### config.mk
export PLATFORM = sky130hd
export DESIGN_NAME = seg_scan_ctrl_flat
export DESIGN_NICKNAME = d
export VERILOG_FILES = /design/src/rtl/seg_scan_ctrl_pkg.sv /design/src/rtl/seg_scan_ctrl_if.sv /design/src/rtl/seg_scan_ctrl_decode.sv /design/src/rtl/seg_scan_ctrl.sv /design/src/flat_wrapper.sv
export SDC_FILE = /design/constraint.sdc
export NUM_CORES = 1
export LEC_CHECK = 0
export ABC_AREA = 1
export BUFFER_PORTS_ARGS = -buffer_cell sky130_fd_sc_hd__buf_2
export CAP_MARGIN = 20
export CORE_MARGIN = 5
export CORE_UTILIZATION = 55
export CTS_CLUSTER_SIZE = 30
export DETAILED_ROUTE_END_ITERATION = 8
export PLACE_DENSITY_LB_ADDON = 0.08
export SETUP_SLACK_MARGIN = 0.02
export SYNTH_ARGS = -nofsm -noshare
export SYNTH_HDL_FRONTEND = slang
export SYNTH_HIERARCHICAL = 1
export SYNTH_SLANG_ARGS = --single-unit
### constraint.sdc
create_clock -name clk -period 6.15 [get_ports clk]
set_input_delay 1.23 -clock clk [delete_from_list [all_inputs] [get_ports clk]]
set_output_delay 1.23 -clock clk [all_outputs]
set_load 0.03 [all_outputs]
### src/rtl/seg_scan_ctrl_pkg.sv
// seg_pkg: shared constants and types for the seven-segment scan controller.
//   SEG_0..SEG_F : 7-bit segment patterns, bit order abc_defg (bit 6 = a), 1 = lit.
//   SEG_BLANK    : all segments off.
//   scan_state_t : scan FSM states (BLANK gap, SHOW digit).
package seg_pkg;

   localparam logic [6:0] SEG_0     = 7'b111_1110;
   localparam logic [6:0] SEG_1     = 7'b011_0000;
   localparam logic [6:0] SEG_2     = 7'b110_1101;
   localparam logic [6:0] SEG_3     = 7'b111_1001;
   localparam logic [6:0] SEG_4     = 7'b011_0011;
   localparam logic [6:0] SEG_5     = 7'b101_1011;
   localparam logic [6:0] SEG_6     = 7'b101_1111;
   localparam logic [6:0] SEG_7     = 7'b111_0000;
   localparam logic [6:0] SEG_8     = 7'b111_1111;
   localparam logic [6:0] SEG_9     = 7'b111_1011;
   localparam logic [6:0] SEG_A     = 7'b111_0111;
   localparam logic [6:0] SEG_B     = 7'b001_1111;
   localparam logic [6:0] SEG_C     = 7'b100_1110;
   localparam logic [6:0] SEG_D     = 7'b011_1101;
   localparam logic [6:0] SEG_E     = 7'b100_1111;
   localparam logic [6:0] SEG_F     = 7'b100_0111;
   localparam logic [6:0] SEG_BLANK = 7'b000_0000;

   typedef enum logic {BLANK = 1'b0, SHOW = 1'b1} scan_state_t;

endpackage

### src/rtl/seg_scan_ctrl_if.sv
// seg_scan_ctrl_if: load handshake between the numeric datapath and the scan controller.
//   load_valid : source offers a digit vector
//   load_ready : controller can take a vector
//   digits_in  : nibble i = digit i, digit 0 least significant
// Modports: master = data source, slave = controller.
interface seg_scan_ctrl_if #(
   parameter int N_DIGITS = 4
);
   logic                    load_valid;
   logic                    load_ready;
   logic [4*N_DIGITS-1:0]   digits_in;

   modport master (output load_valid, output digits_in, input load_ready);
   modport slave  (input load_valid, input digits_in, output load_ready);
endinterface

### src/rtl/seg_scan_ctrl_decode.sv
// seg_decode: combinational hex-to-seven-segment decoder.
//   hex_i : 4-bit value 0..F
//   seg_o : segments abc_defg (bit 6 = a), 1 = lit
module seg_decode
   import seg_pkg::*;
(
   input  logic [3:0] hex_i,
   output logic [6:0] seg_o
);
   always_comb begin
      seg_o = SEG_BLANK;
      case (hex_i)
         4'h0: seg_o = SEG_0;
         4'h1: seg_o = SEG_1;
         4'h2: seg_o = SEG_2;
         4'h3: seg_o = SEG_3;
         4'h4: seg_o = SEG_4;
         4'h5: seg_o = SEG_5;
         4'h6: seg_o = SEG_6;
         4'h7: seg_o = SEG_7;
         4'h8: seg_o = SEG_8;
         4'h9: seg_o = SEG_9;
         4'hA: seg_o = SEG_A;
         4'hB: seg_o = SEG_B;
         4'hC: seg_o = SEG_C;
         4'hD: seg_o = SEG_D;
         4'hE: seg_o = SEG_E;
         4'hF: seg_o = SEG_F;
         default: seg_o = SEG_BLANK;
      endcase
   end
endmodule

### src/rtl/seg_scan_ctrl.sv
// seg_scan_ctrl: time-multiplexed scan controller for an N-digit seven-segment display.
// Each digit slot is a BLANK gap of BLANK_TICKS ticks followed by SHOW_TICKS ticks lit;
// one tick every PRESCALE clocks. New vectors are latched into a shadow register via
// the handshake and copied to the displayed (active) register only at frame end.
// Ports:
//   clk, reset : clock, asynchronous active-high reset
//   ld         : seg_scan_ctrl_if.slave (load_valid / load_ready / digits_in)
//   seg        : segments abc_defg, 1 = lit (registered)
//   an         : one-hot digit enable, all-zero while blank (registered)
//   frame_done : one-cycle pulse at the end of each full scan
// Optional: define LEADING_ZERO_BLANK_EN to suppress leading zero digits (digit 0 always shown).
module seg_scan_ctrl
   import seg_pkg::*;
#(
   parameter int N_DIGITS    = 4,
   parameter int PRESCALE    = 1000,
   parameter int BLANK_TICKS = 1,
   parameter int SHOW_TICKS  = 8
) (
   input  logic                clk,
   input  logic                reset,
   seg_scan_ctrl_if.slave      ld,
   output logic [6:0]          seg,
   output logic [N_DIGITS-1:0] an,
   output logic                frame_done
);
   localparam int PC_W  = (PRESCALE > 1) ? $clog2(PRESCALE) : 1;
   localparam int TMAX  = (BLANK_TICKS > SHOW_TICKS) ? BLANK_TICKS : SHOW_TICKS;
   localparam int TC_W  = (TMAX > 1) ? $clog2(TMAX) : 1;
   localparam int IDX_W = (N_DIGITS > 1) ? $clog2(N_DIGITS) : 1;
   localparam int DW    = 4 * N_DIGITS;

   logic [PC_W-1:0]     pc_q;
   logic [TC_W-1:0]     tc_q;
   logic [TC_W-1:0]     tc_lim;
   logic [IDX_W-1:0]    idx_q;
   scan_state_t         state_q;
   logic [DW-1:0]       active_q;
   logic [DW-1:0]       shadow_q;
   logic                pending_q;
   logic [6:0]          seg_q;
   logic [N_DIGITS-1:0] an_q;
   logic                frame_done_q;
   logic                tick;
   logic                last_digit;
   logic                lz_blank;
   logic [3:0]          cur_hex;
   logic [6:0]          dec_seg;

   assign tick       = (pc_q == PC_W'(PRESCALE - 1));
   assign tc_lim     = (state_q == BLANK) ? TC_W'(BLANK_TICKS - 1) : TC_W'(SHOW_TICKS - 1);
   assign last_digit = (idx_q == IDX_W'(N_DIGITS - 1));
   assign cur_hex    = active_q[{idx_q, 2'b00} +: 4];

   assign ld.load_ready = !pending_q;
   assign seg           = seg_q;
   assign an            = an_q;
   assign frame_done    = frame_done_q;

   seg_decode u_dec (
      .hex_i (cur_hex),
      .seg_o (dec_seg)
   );

`ifdef LEADING_ZERO_BLANK_EN
   // Blank the current digit if it and every more significant digit are zero.
   always_comb begin
      lz_blank = (idx_q != '0);
      for (int i = 0; i < N_DIGITS; i++) begin
         if (i >= int'(idx_q) && active_q[4*i +: 4] != 4'h0) lz_blank = 1'b0;
      end
   end
`else
   assign lz_blank = 1'b0;
`endif

   always_ff @(posedge clk or posedge reset) begin
      if (reset) pc_q <= '0;
      else if (tick) pc_q <= '0;
      else pc_q <= pc_q + 1'b1;
   end

   // Scan FSM, handshake and frame-boundary commit. Outputs change on the
   // same edge that enters the new state.
   always_ff @(posedge clk or posedge reset) begin
      if (reset) begin
         state_q      <= BLANK;
         tc_q         <= '0;
         idx_q        <= '0;
         seg_q        <= SEG_BLANK;
         an_q         <= '0;
         frame_done_q <= 1'b0;
         active_q     <= '0;
         shadow_q     <= '0;
         pending_q    <= 1'b0;
      end else begin
         frame_done_q <= 1'b0;
         if (ld.load_valid && !pending_q) begin
            shadow_q  <= ld.digits_in;
            pending_q <= 1'b1;
         end
         if (tick) begin
            if (tc_q == tc_lim) begin
               tc_q <= '0;
               if (state_q == BLANK) begin
                  state_q <= SHOW;
                  if (lz_blank) begin
                     an_q  <= '0;
                     seg_q <= SEG_BLANK;
                  end else begin
                     an_q  <= N_DIGITS'(1) << idx_q;
                     seg_q <= dec_seg;
                  end
               end else begin
                  state_q <= BLANK;
                  an_q    <= '0;
                  seg_q   <= SEG_BLANK;
                  if (last_digit) begin
                     idx_q        <= '0;
                     frame_done_q <= 1'b1;
                     // pending blocks new offers, so shadow is stable here
                     if (pending_q) begin
                        active_q  <= shadow_q;
                        pending_q <= 1'b0;
                     end
                  end else begin
                     idx_q <= idx_q + 1'b1;
                  end
               end
            end else begin
               tc_q <= tc_q + 1'b1;
            end
         end
      end
   end
endmodule

### src/flat_wrapper.sv
// flat-port wrapper written by rule: the top's interface ports become plain ports
module seg_scan_ctrl_flat import seg_pkg::*;
#(
   parameter int N_DIGITS    = 4,
   parameter int PRESCALE    = 1000,
   parameter int BLANK_TICKS = 1,
   parameter int SHOW_TICKS  = 8
)
  (clk, reset, seg, an, frame_done, ld_load_valid, ld_digits_in, ld_load_ready);
  seg_scan_ctrl_if #(.N_DIGITS(N_DIGITS)) ld_i ();
  input  logic clk;
  input  logic reset;
  output logic [6:0] seg;
  output logic [N_DIGITS-1:0] an;
  output logic frame_done;
  input wire logic [$bits(ld_i.load_valid)-1:0] ld_load_valid;
  input wire logic [$bits(ld_i.digits_in)-1:0] ld_digits_in;
  output wire logic [$bits(ld_i.load_ready)-1:0] ld_load_ready;
  assign ld_i.load_valid = ld_load_valid;
  assign ld_i.digits_in = ld_digits_in;
  assign ld_load_ready = ld_i.load_ready;
  seg_scan_ctrl #(.N_DIGITS(N_DIGITS), .PRESCALE(PRESCALE), .BLANK_TICKS(BLANK_TICKS), .SHOW_TICKS(SHOW_TICKS)) u_core (.clk(clk), .reset(reset), .ld(ld_i), .seg(seg), .an(an), .frame_done(frame_done));
endmodule
==> flow_metrics.env, run 1 <==
export IMPL_status="finished, final reports clean"
export IMPL_max_clock_path_buffers=2
export IMPL_fp_dieArea_sq_um=7300
export IMPL_die_w_um=85.4
export IMPL_layout_drive_gt1_share_pct=19.5
export IMPL_critPathLaunchType="register"
export IMPL_n_fill_cell=463
export IMPL_met2WireLength_mm=2.50
export IMPL_finalPower_w=0.000835
export IMPL_synth_area_leaders="dfrtp_1 49%, nand2_1 14%, ha_1 5.2%"
export IMPL_io_pins=32
export IMPL_grt_pass1_vias=2247
export IMPL_syn_nets=385
export IMPL_root_buffer="clkbuf_8"
export IMPL_grt_max_degree=62
export IMPL_swShare_pct=20.6
export IMPL_highest_layer="met4"
export IMPL_syn_area_per_cell_sq_um=8.87
export IMPL_place_port_buffers=31
export IMPL_syn_inst=353
export IMPL_wl_per_cell_um=12.7
export IMPL_cp_end_kind="primary output"
export IMPL_ctsResizeCount=0
export IMPL_hpwlAfterDp_mm=4.11
export IMPL_synth_cell_types=32
export IMPL_synth_seq_cells=61
export IMPL_coreArea_sq_um=5510
export IMPL_dr_wl_met3_um=320
export IMPL_initial_utilization_pct=56.9
export IMPL_dpl_cell_area_sq_um=3300
export IMPL_path_max_fanout=19
export IMPL_cpMaxStageDelayCell="dfrtp_1"
export IMPL_design_area_sq_um=3530
export IMPL_antenna_left=0
export IMPL_ctsHoldBuffers=0
export IMPL_track_usage_pct=18.0
export IMPL_drv_cap=0
export IMPL_worst_pin_slew_ps=735
export IMPL_p_int_w=0.000663
export IMPL_cp_arrival_ps=1510
export IMPL_ys_warn_count=6
export IMPL_worstSkewPairLatency_ps=330
export IMPL_num_nets_final=416
export IMPL_peakVddDrop_mv=0.175
export IMPL_synth_main_ff_cell="dfrtp_1"
export IMPL_final_cell_mix="115 x nand2_1, 61 x dfrtp_1, 31 x buf_2"
export IMPL_final_util_pct=64.0
export IMPL_leakagePower_nw=1.86
export IMPL_synth_cell_area_sq_um=3130
export IMPL_fmax_mhz=364
export IMPL_fin_setup_tns_ps=0
export IMPL_wl_mm=5.87
export IMPL_ys_seq_area_share_pct=48.8
export IMPL_grt_pass1_wl_mm=10.6
export IMPL_final_common_cell="nand2_1"
export IMPL_rsz0062_at_grt="false"
export IMPL_period_needed_ps=2740
export IMPL_place_congestion=0.804
export IMPL_gr_total_overflow=0
export IMPL_power_density_nw_per_um2=237
export IMPL_cts_sinks=61
export IMPL_cts_buffers_inserted=9
export IMPL_cts_tree="yes"
export IMPL_criticalPathCategory="register to primary output"
export IMPL_antenna_found_initial=0
export IMPL_vias_per_cell=5.30
export IMPL_synthArstFlopShare_pct=100
export IMPL_drc=0
export IMPL_drtIter0Drc=140
export IMPL_crit_chain="inv_1 -> buf_2"
export IMPL_cp_required_ps=4920
export IMPL_wl_met1_mm=2.97
export IMPL_pwr_share_comb_pct=2.7
export IMPL_whs_ps=474
export IMPL_fp_dieH_um=85.4
export IMPL_cts_htree_levels=3
export IMPL_synth_edf_count=0
export IMPL_drv_slew=0
export IMPL_clkTransAtPathRegs_ps=70
export IMPL_synth_top_cell_area_share_pct=48.8
export IMPL_area_delta_synth_final_pct=12.6
export IMPL_setup_viol=0
export IMPL_diodes=0
export IMPL_hold_path_class="register to register"
export IMPL_fin_crit_sh_pct=44.6
export IMPL_skew_ps=7.41
export IMPL_pwr_share_seq_pct=50.2
export IMPL_switchingPower_w=0.000172
export IMPL_hold_violations=0
export IMPL_drt_first_pass_iters=5
export IMPL_synth_largest_area_cell="dfrtp_1"
export IMPL_pwr_share_clk_pct=47.0
export IMPL_vias=2444
export IMPL_critical_path_max_stage_delay_ps=770
export IMPL_relSlewSlack_pct=51.0
export IMPL_row_count=27
export IMPL_postCtsSetupBuffers=0
## worst max-delay path: cells and delay by family, from the launching register on
| family | cells | cell delay (ps) |
|---|---|---|
| buf+inv | 2 | 420 |
| flops | 1 | 770 |
## power by group through the flow
stage | logic, W | clock network [W] | registers [W]
floorplan | 0.0000148 | 0 | 0.000425
finish | 0.0000227 | 0.000393 | 0.000420
global route | 0.0000274 | 0.000421 | 0.000421
global placement | 0.0000233 | 0 | 0.000427
detailed placement | 0.0000239 | 0 | 0.000427
CTS | 0.0000239 | 0.000404 | 0.000420
## cells by family (layout without fill, tap and decap cells)
family                   after synthesis  in the layout  synth area share, %
AO/OA/AOI/OAI                         25             25                 4.36
XOR/XNOR                               2              2                0.560
adder cells (fa/ha/maj)               13             13                 5.20
buffers and inverters                 39             75                 5.84
flip-flops                            61             61                 48.8
multiplexers                          16             16                 5.76
AND/OR/NAND/NOR                      197            197                 29.5
## stage by stage
stage,cells,setup WS (ps)
after detailed placement,445,3790
after floorplan,353,3410
after global routing,461,3290
after global placement,445,3810
after CTS,461,3420
final,461,3410
## registers in the layout (all words and copies together), names as in the netlist
register / cells
u_core/idx_q: 2
u_core/an: 4
u_core/tc_q: 3
u_core/pc_q: 10
u_core/active_q: 16
u_core/frame_done: 1
u_core/pending_q: 1
u_core/shadow_q: 16
u_core/seg: 7
u_core/state_q: 1
## final timing paths
| kind | end | slack, ps | depth (start not counted) | startpoint |
|---|---|---|---|---|
| setup / recovery | ld_load_ready | 3410 | 2 | u_core/pending_q$_DFF_PP0_ |
| hold / removal | u_core/seg[4]$_DFFE_PP0P_ | 470 | 2 | u_core/seg[4]$_DFFE_PP0P_ |
| setup reg to reg | u_core/seg[3]$_DFFE_PP0P_ | 3890 | 11 | u_core/idx_q[0]$_DFFE_PP0P_ |
| hold reg to reg | u_core/seg[4]$_DFFE_PP0P_ | 470 | 2 | u_core/seg[4]$_DFFE_PP0P_ |
| max in group asynchronous | u_core/frame_done$_DFF_PP0_ | 4570 | 3 | reset |
| min in group asynchronous | u_core/shadow_q[11]$_DFFE_PP0P_ | 1100 | 3 | reset |
## cells in the mapped netlist, types with 4 or more instances
cell type and n:
o21ai_0 15, inv_1 19, mux2_1 10, mux2_2 6, nand4_1 19, ha_1 13
inv_2 7, nor2_1 25, nand2_1 115, o22ai_1 4, dfrtp_1 61, nand3_1 21
## cell type report
cell class                 count  area (sq um)  share of cell area, %
inverter                      27           101                   2.87
clock inverter                 6          86.3                   2.45
timing repair buffer          32           163                   4.61
clock buffer                  10           138                   3.90
tap                           72          90.1                   2.56
sequential                    61          1530                   43.3
multi-input combinational    253          1420                   40.3
## layer usage
metal	track usage, %	up-vias
met5	0	-
met4	7.34	0
met3	4.37	7
met2	26.5	72
met1	25.6	1136
li1	-	1229
Note: power is estimated with default switching activity, not from simulation.
==> run 2, diff against run 1 <==
Settings changed: ABC_AREA 1 to 0, CORE_UTILIZATION 55 to 53.
Clock period 6.15 ns to 2.4 ns, I/O delays scaled along.
==> flow_metrics.env, run 2 <==
export IMPL_swShare_pct=20.2
export IMPL_cp_required_ps=2610
export IMPL_drv_slew=0
export IMPL_setup_viol=0
export IMPL_area_delta_synth_final_pct=15.3
export IMPL_regArea_sq_um=1530
export IMPL_final_cell_mix="61 x dfrtp_1, 31 x buf_2, 26 x mux2_2"
export IMPL_switchingPower_w=0.000438
export IMPL_power_density_nw_per_um2=623
export IMPL_num_nets_final=317
export IMPL_drt_first_pass_iters=4
export IMPL_coreArea_sq_um=5540
export IMPL_cpMaxStageDelayCell="mux4_2"
export IMPL_fmax_mhz=467
export IMPL_skew_ps=9.62
export IMPL_vias_per_cell=5.27
export IMPL_track_usage_pct=16.2
export IMPL_crit_family="multiplexers"
export IMPL_path_max_fanout=5
export IMPL_hpwlAfterDp_mm=3.78
export IMPL_wl_per_cell_um=14.8
export IMPL_top_usage_layer="met1"
export IMPL_die_w_um=85.5
export IMPL_multiInputGateArea_sq_um=1380
export IMPL_finalPower_w=0.00217
export IMPL_cts_tree="yes"
export IMPL_crit_chain="mux4_2 -> inv_1 -> ha_1 -> inv_1 -> mux4_1 -> nand2b_1 -> o21ai_0"
export IMPL_wl_mm=5.34
export IMPL_met1_usage_pct=24.0
export IMPL_layout_setup_ws_ps=260
export IMPL_cp_end_kind="register"
export IMPL_grt_use_met3_pct=3.55
export IMPL_place_ws_ps=275
export IMPL_largestRegisters="u_core/active_q (16), u_core/shadow_q (16), u_core/pc_q (10)"
export IMPL_drtIter0Drc=62
export IMPL_clkTransAtPathRegs_ps=70
export IMPL_leakagePower_nw=1.67
export IMPL_period_needed_ps=2140
export IMPL_rsz0062_at_grt="false"
export IMPL_place_congestion=0.780
export IMPL_vias=1908
export IMPL_root_buffer="clkbuf_8"
export IMPL_synth_most_common_cell="dfrtp_1"
export IMPL_postCtsSetupBuffers=0
export IMPL_criticalPathCategory="register to register"
export IMPL_peakVddDrop_mv=0.526
export IMPL_drc=0
export IMPL_p_int_w=0.00173
export IMPL_grt_use_met2_pct=23.2
export IMPL_n_fill_cell=466
export IMPL_fin_setup_tns_ps=0
export IMPL_critPathLaunchType="register"
export IMPL_max_clock_path_buffers=2
export IMPL_worst_pin_slew_ps=660
export IMPL_fin_crit_sh_pct=89.2
export IMPL_status="finished, final reports clean"
export IMPL_synthTopCellsByCount="61 x dfrtp_1, 26 x mux2_2, 22 x nand2_1, 16 x o21ai_0"
export IMPL_ys_warn_count=6
export IMPL_crit_buf_inv=2
export IMPL_pwr_share_comb_pct=3.1
export IMPL_antenna_left=0
export IMPL_synth_cell_area_sq_um=3020
export IMPL_ctsHoldBuffers=0
export IMPL_synth_cell_types=42
export IMPL_syn_inst=249
export IMPL_syn_nets=281
export IMPL_fp_dieH_um=85.5
export IMPL_synth_largest_area_cell="dfrtp_1"
export IMPL_antenna_found_initial=0
export IMPL_diodes=0
export IMPL_hold_path_class="input pin to async pin"
export IMPL_syn_area_per_cell_sq_um=12.1
export IMPL_gr_total_overflow=0
export IMPL_final_common_cell="dfrtp_1"
export IMPL_synth_area_leaders="dfrtp_1 50%, mux2_2 9.7%, ha_1 5.4%"
export IMPL_synthArstFlopShare_pct=100
export IMPL_grt_max_degree=33
export IMPL_pwr_share_clk_pct=47.3
export IMPL_hold_violations=0
export IMPL_place_port_buffers=31
export IMPL_cts_sinks=61
export IMPL_ctsResizeCount=0
export IMPL_layout_drive_gt1_share_pct=34.8
export IMPL_pwr_share_seq_pct=49.6
export IMPL_row_count=27
export IMPL_io_pins=32
export IMPL_cts_buffers_inserted=9
export IMPL_relSlewSlack_pct=55.9
export IMPL_synth_top_cell_area_share_pct=50.5
export IMPL_grt_pass1_wl_mm=9.29
export IMPL_synth_seq_cells=61
export IMPL_ys_seq_area_share_pct=50.5
export IMPL_grt_pass1_vias=1873
export IMPL_drv_cap=0
export IMPL_worstSkewPairLatency_ps=330
export IMPL_initial_utilization_pct=54.6
export IMPL_synth_main_ff_cell="dfrtp_1"
export IMPL_synth_edf_count=0
export IMPL_path_common_cell="inv_1"
export IMPL_cp_arrival_ps=2350
export IMPL_cts_htree_levels=3
export IMPL_critical_path_max_stage_delay_ps=570
export IMPL_fp_dieArea_sq_um=7320
[run 2: cell count changes in the layout (fill, tap and decap cells not counted), sizes merged, moves of 5 or more]
| cell | previous run | this run |
|---|---|---|
| buf | 32 | 38 |
| inv | 26 | 10 |
| mux2 | 16 | 35 |
| mux4 | 0 | 5 |
| nand2 | 118 | 22 |
| nand2b | 0 | 13 |
| nand3 | 24 | 9 |
| nand4 | 20 | 4 |
| nor2 | 29 | 9 |
[run 2: final timing paths]
| check | from | end | slack, ps | cells past startpoint |
|---|---|---|---|---|
| worst max-delay path | u_core/idx_q[0]$_DFFE_PP0P_ | u_core/seg[3]$_DFFE_PP0P_ | 260 | 7 |
| max in group asynchronous | reset | u_core/pc_q[2]$_DFF_PP0_ | 1560 | 3 |
| min in group clk | ld_digits_in[5] | u_core/shadow_q[5]$_DFFE_PP0P_ | 380 | 2 |
| worst min register to register | u_core/seg[2]$_DFFE_PP0P_ | u_core/seg[2]$_DFFE_PP0P_ | 480 | 2 |
| worst max register to register | u_core/idx_q[0]$_DFFE_PP0P_ | u_core/seg[3]$_DFFE_PP0P_ | 260 | 7 |
| worst min-delay path | reset | u_core/active_q[11]$_DFFE_PP0P_ | 240 | 2 |
[run 2: per-layer routing]
layer / vias to the layer above / part of all wire (%)
met5: - / 0
met4: 0 / 1.7
met3: 9 / 3.6
met2: 35 / 44
met1: 920 / 51
li1: 944 / -
[run 2: cells by family (layout without fill, tap and decap cells)]
| group | count (synthesis) | in the layout | share of synthesized area, % |
|---|---|---|---|
| simple gates | 78 | 78 | 14.7 |
| flops | 61 | 61 | 50.5 |
| mux | 42 | 42 | 18.7 |
| compound gates | 26 | 26 | 5.01 |
| buf+inv | 23 | 64 | 4.05 |
| fa+ha+maj | 13 | 13 | 5.38 |
| xor+xnor | 6 | 6 | 1.74 |
[run 2: cell type report]
class / count / area share (%)
clock buffer: 12 / 4.45
timing repair buffer: 38 / 6.67
sequential: 61 / 43.8
inverter: 10 / 1.08
multi-input combinational: 165 / 39.4
tap: 72 / 2.58
clock inverter: 4 / 2.01
[run 2: stage by stage]
stage	cell area [sq um]	hold slack, ps	cells	util [%]
3_5_place_dp	3260	466	346	58.9
5_1_grt	3490	286	362	62.9
4_1_cts	3490	250	362	62.9
6_report	3490	240	362	62.9
3_3_place_gp	3260	457	346	58.9
2_1_floorplan	3020	448	249	-
[run 2: power by group through the flow]
stage | clock network, W | logic [W] | registers (W)
after global placement | 0 | 0.0000674 | 0.00110
final | 0.00103 | 0.0000677 | 0.00108
after CTS | 0.00105 | 0.0000701 | 0.00108
after floorplan | 0 | 0.0000431 | 0.00109
after detailed placement | 0 | 0.0000702 | 0.00110
after global routing | 0.00111 | 0.0000791 | 0.00108
